## src/rtl/io_bus_pkg.sv

```systemverilog
// io_bus_pkg: region map, master/owner encoding and FSM states shared by the IO bus arbiter.
// The read-return tag travels down the return pipe alongside each issued read beat.
package io_bus_pkg;

   localparam logic [11:0] REG_DMEM   = 12'h001;
   localparam logic [11:0] REG_VGA    = 12'h002;
   localparam logic [11:0] REG_KEY    = 12'h003;
   localparam logic [11:0] REG_OFFS   = 12'h004;
   localparam logic [11:0] REG_COLOR  = 12'h005;
   localparam logic [11:0] REG_CURSOR = 12'h006;
   localparam logic [11:0] REG_TIMER  = 12'h007;
   localparam logic [11:0] REG_HEAP   = 12'h008;

   typedef enum logic {
      OWN_M0 = 1'b0,
      OWN_M1 = 1'b1
   } owner_e;

   typedef enum logic [1:0] {
      ST_IDLE = 2'd0,
      ST_OWN0 = 2'd1,
      ST_OWN1 = 2'd2
   } state_e;

   typedef struct packed {
      logic   valid;
      owner_e owner;
      logic   err;
   } rd_tag_t;

   function automatic logic is_key_region(input logic [31:0] addr);
      return addr[31:20] == REG_KEY;
   endfunction

endpackage

```

## src/rtl/io_rd_return_pipe.sv

```systemverilog
// io_rd_return_pipe: RD_LAT-deep shift of read tags; the tag at the last stage lines up
// with the cycle in which the decoder presents that beat's bus_rdata.
module io_rd_return_pipe
   import io_bus_pkg::*;
#(
   parameter int RD_LAT = 1
) (
   input  logic    clk,
   input  logic    rst,
   input  rd_tag_t push_i,
   output rd_tag_t pop_o
);

   rd_tag_t stage_q [RD_LAT];

   always_ff @(posedge clk) begin
      if (rst) begin
         // NOTE: every stage is cleared, not just the valid bits' consumer, so reads in flight at reset are dropped.
         for (int i = 0; i < RD_LAT; i++) stage_q[i] <= '0;
      end else begin
         // NOTE: non-blocking assignments let each stage take its predecessor's old value in the same edge.
         stage_q[0] <= push_i;
         for (int i = 1; i < RD_LAT; i++) stage_q[i] <= stage_q[i-1];
      end
   end

   assign pop_o = stage_q[RD_LAT-1];

endmodule

```

## src/rtl/io_bus_arbiter.sv

```systemverilog
// io_bus_arbiter: round-robin sharing of the MMIO/data bus between CPU (M0) and blit engine (M1).
// Define IO_ARB_BURST_EN to let the owner hold the bus for up to MAX_BURST beats under contention.
module io_bus_arbiter
   import io_bus_pkg::*;
#(
   parameter int RD_LAT    = 1,
   parameter int MAX_BURST = 4
) (
   input  logic        clk,
   input  logic        rst,
   input  logic        m0_req,
   input  logic        m0_we,
   input  logic [31:0] m0_addr,
   input  logic [31:0] m0_wdata,
   output logic        m0_gnt,
   output logic        m0_rvalid,
   output logic [31:0] m0_rdata,
   input  logic        m1_req,
   input  logic        m1_we,
   input  logic [31:0] m1_addr,
   input  logic [31:0] m1_wdata,
   output logic        m1_gnt,
   output logic        m1_rvalid,
   output logic [31:0] m1_rdata,
   output logic        m1_err,
   output logic [31:0] bus_addr,
   output logic [31:0] bus_wdata,
   output logic        bus_en,
   input  logic [31:0] bus_rdata
);

`ifdef IO_ARB_BURST_EN
   localparam int BURST_LIM = MAX_BURST;
`else
   localparam int BURST_LIM = 1;
`endif
   localparam int               CNT_W   = (MAX_BURST > 1) ? $clog2(MAX_BURST) : 1;
   localparam logic [CNT_W-1:0] CNT_MAX = CNT_W'(BURST_LIM - 1);

   state_e           state_q, state_d;
   owner_e           rr_ptr_q, rr_ptr_d, win, cur_own;
   logic [CNT_W-1:0] cnt_q, cnt_d;
   logic             any_gnt, keep_owner, key_rej, drive, sel_we;
   logic [31:0]      sel_addr, sel_wdata, ret_data, m0_rdata_q, m1_rdata_q;
   rd_tag_t          push_tag, pop_tag;

   always_comb begin
      // NOTE: every signal written here gets a default first, so no path can infer a latch.
      cur_own    = (state_q == ST_OWN1) ? OWN_M1 : OWN_M0;
      keep_owner = (state_q != ST_IDLE) && (cnt_q != CNT_MAX);
      win        = rr_ptr_q;
      if (m0_req && m1_req) begin
         if (keep_owner) win = cur_own;
      end else if (m1_req) begin
         win = OWN_M1;
      end else begin
         win = OWN_M0;
      end
      any_gnt  = (m0_req || m1_req) && !rst;
      state_d  = ST_IDLE;
      rr_ptr_d = rr_ptr_q;
      cnt_d    = '0;
      if (any_gnt) begin
         state_d  = (win == OWN_M1) ? ST_OWN1 : ST_OWN0;
         rr_ptr_d = (win == OWN_M1) ? OWN_M0 : OWN_M1;
         // A lone requester keeps streaming; its count saturates so contention switches at once.
         if ((state_q != ST_IDLE) && (win == cur_own)) cnt_d = keep_owner ? cnt_q + 1'b1 : cnt_q;
      end
   end

   always_comb begin
      sel_we    = (win == OWN_M1) ? m1_we    : m0_we;
      sel_addr  = (win == OWN_M1) ? m1_addr  : m0_addr;
      sel_wdata = (win == OWN_M1) ? m1_wdata : m0_wdata;
      key_rej   = any_gnt && (win == OWN_M1) && is_key_region(m1_addr);
      drive     = any_gnt && !key_rej;
      // Parking at 0 keeps the decoder out of the key region, so no spurious key pop.
      bus_addr  = drive ? sel_addr  : '0;
      bus_wdata = drive ? sel_wdata : '0;
      bus_en    = drive && sel_we;
      m0_gnt    = any_gnt && (win == OWN_M0);
      m1_gnt    = any_gnt && (win == OWN_M1);
      m1_err    = key_rej;
      push_tag  = '{valid: any_gnt && !sel_we, owner: win, err: key_rej};
   end

   io_rd_return_pipe #(.RD_LAT(RD_LAT)) u_rd_pipe (
      .clk    (clk),
      .rst    (rst),
      .push_i (push_tag),
      .pop_o  (pop_tag)
   );

   assign ret_data  = pop_tag.err ? '0 : bus_rdata;
   assign m0_rvalid = pop_tag.valid && (pop_tag.owner == OWN_M0) && !rst;
   assign m1_rvalid = pop_tag.valid && (pop_tag.owner == OWN_M1) && !rst;
   assign m0_rdata  = rst ? '0 : (m0_rvalid ? ret_data : m0_rdata_q);
   assign m1_rdata  = rst ? '0 : (m1_rvalid ? ret_data : m1_rdata_q);

   always_ff @(posedge clk) begin
      if (rst) begin
         state_q    <= ST_IDLE;
         rr_ptr_q   <= OWN_M0;
         cnt_q      <= '0;
         m0_rdata_q <= '0;
         m1_rdata_q <= '0;
      end else begin
         state_q    <= state_d;
         rr_ptr_q   <= rr_ptr_d;
         cnt_q      <= cnt_d;
         m0_rdata_q <= m0_rdata;
         m1_rdata_q <= m1_rdata;
      end
   end

endmodule

```

## config.mk

```make
export PLATFORM = sky130hd
export DESIGN_NAME = io_bus_arbiter
export DESIGN_NICKNAME = d
export VERILOG_FILES = /design/src/rtl/io_bus_pkg.sv /design/src/rtl/io_rd_return_pipe.sv /design/src/rtl/io_bus_arbiter.sv
export SDC_FILE = /design/constraint.sdc
export NUM_CORES = 1
export LEC_CHECK = 0
export CAP_MARGIN = 5
export CORE_MARGIN = 4
export CORE_UTILIZATION = 31
export CTS_CLUSTER_SIZE = 40
export DETAILED_ROUTE_END_ITERATION = 8
export PLACE_DENSITY_LB_ADDON = 0.3
export SYNTH_ARGS = -nofsm -noshare
export SYNTH_HDL_FRONTEND = slang
export SYNTH_SLANG_ARGS = --single-unit
```

## constraint.sdc

```tcl
create_clock -name clk -period 2.1 [get_ports clk]
set_clock_uncertainty 0.15 [all_clocks]
set_input_delay 0.42 -clock clk [delete_from_list [all_inputs] [get_ports clk]]
set_output_delay 0.42 -clock clk [all_outputs]
set_load 0.05 [all_outputs]
```

==> reports/qor.csv, run 1 <==
metric;value;unit
Die X;122.6;µm
Setup WS pre-CTS;-0.9898;ns
Net Count, Synth;810;
EDFF count, synth;0;
total track usage;74.71;%
Detail Placement HPWL;15780;µm
Synth async-reset ratio;0;%
Failed at;global routing;
register bit total from synthesis;72;
Crit. endpoint post-GRT repair;bus_wdata[9];
largest net degree at the start of global routing;71;
leading register cell type out of synthesis;dfxtp_1;
gpl congestion;0.8908;
Clock Tree Buf Depth;2;
I/O pin count;300;
die height;122.6;µm
Root Buffer;clkbuf_16;
Mapped Cells;643;
run status;did not finish;
row count;41;
post-synth top area cell;dfxtp_1;
worst_ep kind;output port;
Starting Density;32.01;%
Mean Syn Cell Area;6.334;µm²
initial antenna violation count;3;
sequential fraction of the synthesis area;35.39;%
CTS sink count;72;
CTS Buf Count;9;
cts-stage hold buffer count;0;
Mapped Area;0.004073;mm²
dominant cells by area after synthesis;dfxtp_1 (35%), a21oi_1 (23%), nand2_1 (23%), nor2b_1 (4.9%), clkbuf_1 (2.9%);
Yosys warnings;0;
post-synthesis cell type count;30;
Area after DPL;0.009947;mm²
I/O Buffers;299;
post-synth top area share;35.39;%
stop err;[ERROR GRT-0232] Routing congestion too high. Check the congestion heatmap in the GUI.;
grt ovf;67;
htree depth;3;
-- logic make-up after synthesis --
logic type / share of synthesized area [%]
xor gates and xnor gates: 0.2151
DFF: 35.39
AOI/OAI and AO/OA: 25.19
buffers and inverters: 6.421
and+or+nand+nor: 31.98
adders and majority gates: 0.3072
muxes: 0.4916
-- per-stage QoR --
step,std cells,utilization [%]
floorplan,643,-
global placement,1133,78.19
detailed placement,1133,78.19
CTS,1199,91.35
-- cells in the mapped netlist (2+ instances only) --
master and number:
nand2_1 253, buf_4 8, nor4b_1 2, inv_1 3, inv_2 2, nor2_1 9, dfxtp_1 72, nand3b_1 3
o21ai_0 2, nand2b_1 2, mux2i_1 2, clkbuf_1 31, buf_2 11, a21oi_1 190, nor3_1 5, nor2b_1 32
buf_1 3
-- per-layer routing --
metal | global-route usage [%] | overflow
met5 | 5.556 | 0
met4 | 83.97 | 25
met3 | 56.31 | 0
met2 | 93.75 | 41
met1 | 72.20 | 1
-- timing repair --
item,in CTS
gates resized for setup,218
pin swaps,83
buffers inserted,35
endpoints found under the setup margin,134
gates cloned,15
endpoints found under the hold margin,0
==> run 2: changes to the inputs <==
- CORE_UTILIZATION: 31 -> 25
- CTS_CLUSTER_SIZE: 40 -> unset
- PLACE_DENSITY_LB_ADDON: 0.3 -> 0.15
- clock period: 2.1 -> 2.7 ns (I/O delays scaled with it)
==> reports/qor.csv, run 2 <==
metric;value;unit;change
slowest cell on the critical path;nor4b_4;;
WL final;22080;µm;
violated checks;negative setup slack;;
Starting DRT DRC Count;162;;
layout cell share with drive strength beyond 1;42.13;%;
worst-path cell chain;dlygate4sd2_1 -> nor4b_4 -> nand3_4 -> o31ai_4 -> buf_6 -> buf_12 -> buf_12 -> a21oi_2 -> buf_6;;
Largest delay share family, worst path;buffers and inverters;;
via count;5692;;
Final Core Density;64.63;%;
CTS tree;yes;;
Clk pin slew, worst setup/hold paths;0.06;ns;
fmax;352.5;MHz;
worst min path class;flip-flop to flip-flop;;
run status;finished with violations;;was did not finish
Crit Path Class;input port to primary output;;
I/O Buffers;299;;unchanged
post-synth top area share;35.39;%;unchanged
Via density;4.791;;
layout net count;1129;;
sequential fraction of the synthesis area;35.39;%;unchanged
Max Slew Vio Count;0;;
register bit total from synthesis;72;;unchanged
reg2reg path depth;11;;
slowest stage delay, CP;0.29;ns;
max cap viols;0;;
drt drc;0;;
CTS sink count;72;;unchanged
Starting Density;25.55;%;was 32.01%
Slew @ Worst Pin;0.6435;ns;
first-pass GRT wire length;30880;µm;
grt ovf;0;;
combinational family with the most area after synthesis;simple AND/OR/NAND/NOR gates;;unchanged
vias in the first global route;5425;;
Synth Area in Adders;0.3072;%;unchanged
Arr. time, crit path;2.15;ns;
Net Count, Synth;810;;unchanged
Mapped Cells;643;;unchanged
critical path depth;9;;
CP bufs+invs;5;;
Setup violations, final;67;;
placed instance count;1145;;was 1133
htree depth;3;;unchanged
CP Max Fanout;8;;
DR pass1 iterations;4;;
Routed Antenna Nets;0;;
CTS Buf Count;9;;unchanged
final hold slack;0.3158;ns;
most frequent cells in the layout;nand2_1 (209), clkdlybuf4s50_1 (150), buf_12 (83), a21oi_2 (73), dfxtp_1 (70);;
largest net degree at the start of global routing;68;;
cts-stage hold buffer count;0;;unchanged
Area after DPL;0.008527;mm²;was 0.009947 mm²
clk_lat worst skew;0.33;ns;
XOR/XNOR share of the synthesized area;0.2151;%;unchanged
Worst slew margin;57.04;%;
dominant cells by area after synthesis;dfxtp_1 (35%), a21oi_1 (23%), nand2_1 (23%), nor2b_1 (4.9%), clkbuf_1 (2.9%);;unchanged
Commonest cells post-synth;nand2_1 (253), a21oi_1 (190), dfxtp_1 (72), nor2b_1 (32), clkbuf_1 (31);;unchanged
row count;46;;was 41
Layout Cells excl Fill;1188;;
routed length per instance;18.59;µm;
VDD IR-drop max;257.9;µV;
I/O pin count;300;;unchanged
Worst EP required;2.01;ns;
Yosys warnings;0;;unchanged
Simple-Gate Fraction of Synth Area;31.98;%;unchanged
post-route setup TNS;-5.717;ns;
post-synth top area cell;dfxtp_1;;unchanged
Die X;135.6;µm;was 122.6 µm
Tcrit/Tclk final;105.1;%;
gpl congestion;0.9768;;was 0.8908
Compound-Gate Fraction of Synth Area;25.19;%;unchanged
count leader, synth;nand2_1;;unchanged
unrepaired setup endpoints after global routing;yes;;
hold path depth;2;;
die area;0.01840;mm²;
Synth async-reset ratio;0;%;unchanged
CP startpoint kind;input port;;
Mean Syn Cell Area;6.334;µm²;unchanged
multiplexer area fraction after synthesis;0.4916;%;unchanged
P_leak;0.003789;µW;
die height;135.6;µm;was 122.6 µm
reg-to-reg critical path startpoint;cnt_q[0];;
hold path start;m1_rdata_q[17];;
core area;0.01594;mm²;
crit path from;m1_addr[27];;
PnR worst setup slack;-0.1365;ns;
Hold Vio Cnt, Final;0;;
Clock Tree Buf Depth;2;;unchanged
Detail Placement HPWL;14460;µm;was 15780 µm
design area;0.01030;mm²;
Largest regs;m0_rdata_q (32), m1_rdata_q (32), u_rd_pipe.stage_q (3);;
post-synthesis cell type count;30;;unchanged
total track usage;21.50;%;
leading register cell type out of synthesis;dfxtp_1;;unchanged
final period demand of the worst path;2.836;ns;
Area growth, synth to finish;153.0;%;
Root Buffer;clkbuf_16;;unchanged
initial antenna violation count;6;;
leading cell type in the layout, fill and taps excluded;nand2_1;;
Mapped Area;0.004073;mm²;unchanged
Pwr Density;383.6;mW/mm²;
Crit. End Element;primary output;;
EDFF count, synth;0;;unchanged
==> run 2: cell counts after synthesis <==
Identical to the previous run, type by type.
==> run 2: layer usage <==
layer	track usage, %	wire length (µm)
met1	25.39	8420
met5	0	0
met2	35.90	11000
met4	9.742	713
met3	6.464	1946
==> run 2: cells by family (layout without fill, tap and decap cells) <==
family	Yosys count	after routing
simple gates	312	312
compound gates	197	197
flops	72	72
buf+inv	58	381
mux	2	2
fa+ha+maj	1	1
xor+xnor	1	1
other cells	0	6
==> run 2: path summary, 6_finish.rpt <==
| path | to | slack (ns) |
|---|---|---|
| setup reg to reg | u_rd_pipe.stage_q[0][0] | 0.66 |
| hold / removal | m1_rdata_q[17] | 0.32 |
| setup / recovery | bus_addr[24] | -0.14 |
| hold reg to reg | m1_rdata_q[17] | 0.32 |
==> run 2: worst register-to-register path, stage by stage (launching register included) <==
cell and delay, ns:
dfxtp_2 0.31, inv_2 0.07, ha_4 0.15, nand3b_1 0.17, o311ai_4 0.15, buf_6 0.16, buf_8 0.14, buf_16 0.14
buf_12 0.12, buf_4 0.13, buf_4 0.13, nor3_1 0.16
==> run 2: stage by stage <==
stage | setup WS (ns) | power [µW]
3_3_place_gp | -0.5433 | 2273
5_1_grt | -0.2451 | 4106
3_5_place_dp | -0.5811 | 2275
2_1_floorplan | -0.1324 | 1733
4_1_cts | -0.2463 | 3878
6_report | -0.1365 | 3953
==> run 2: layout make-up <==
| type | count | area (µm²) |
|---|---|---|
| clock inverter | 5 | 105.1 |
| tap | 216 | 270.3 |
| antenna | 6 | 15.01 |
| timing repair buffer | 361 | 4672 |
| multi-input combinational | 513 | 3540 |
| inverter | 5 | 18.77 |
| clock buffer | 10 | 239.0 |
| sequential | 72 | 1444 |
| fill | 1291 | 5639 |
==> run 2: timing repair <==
action,CTS,global route
buffers inserted,12,4
pin swaps,7,61
setup endpoints to repair,68,70
resized for setup,173,112
cloned,8,4
==> run 2: power by group <==
group          internal [µW]  switching, µW  total [µW]
logic                    686            793        1480
registers               1090           8.11        1090
clock network            922            458        1380
No activity file was read; power rests on OpenSTA's default activity.
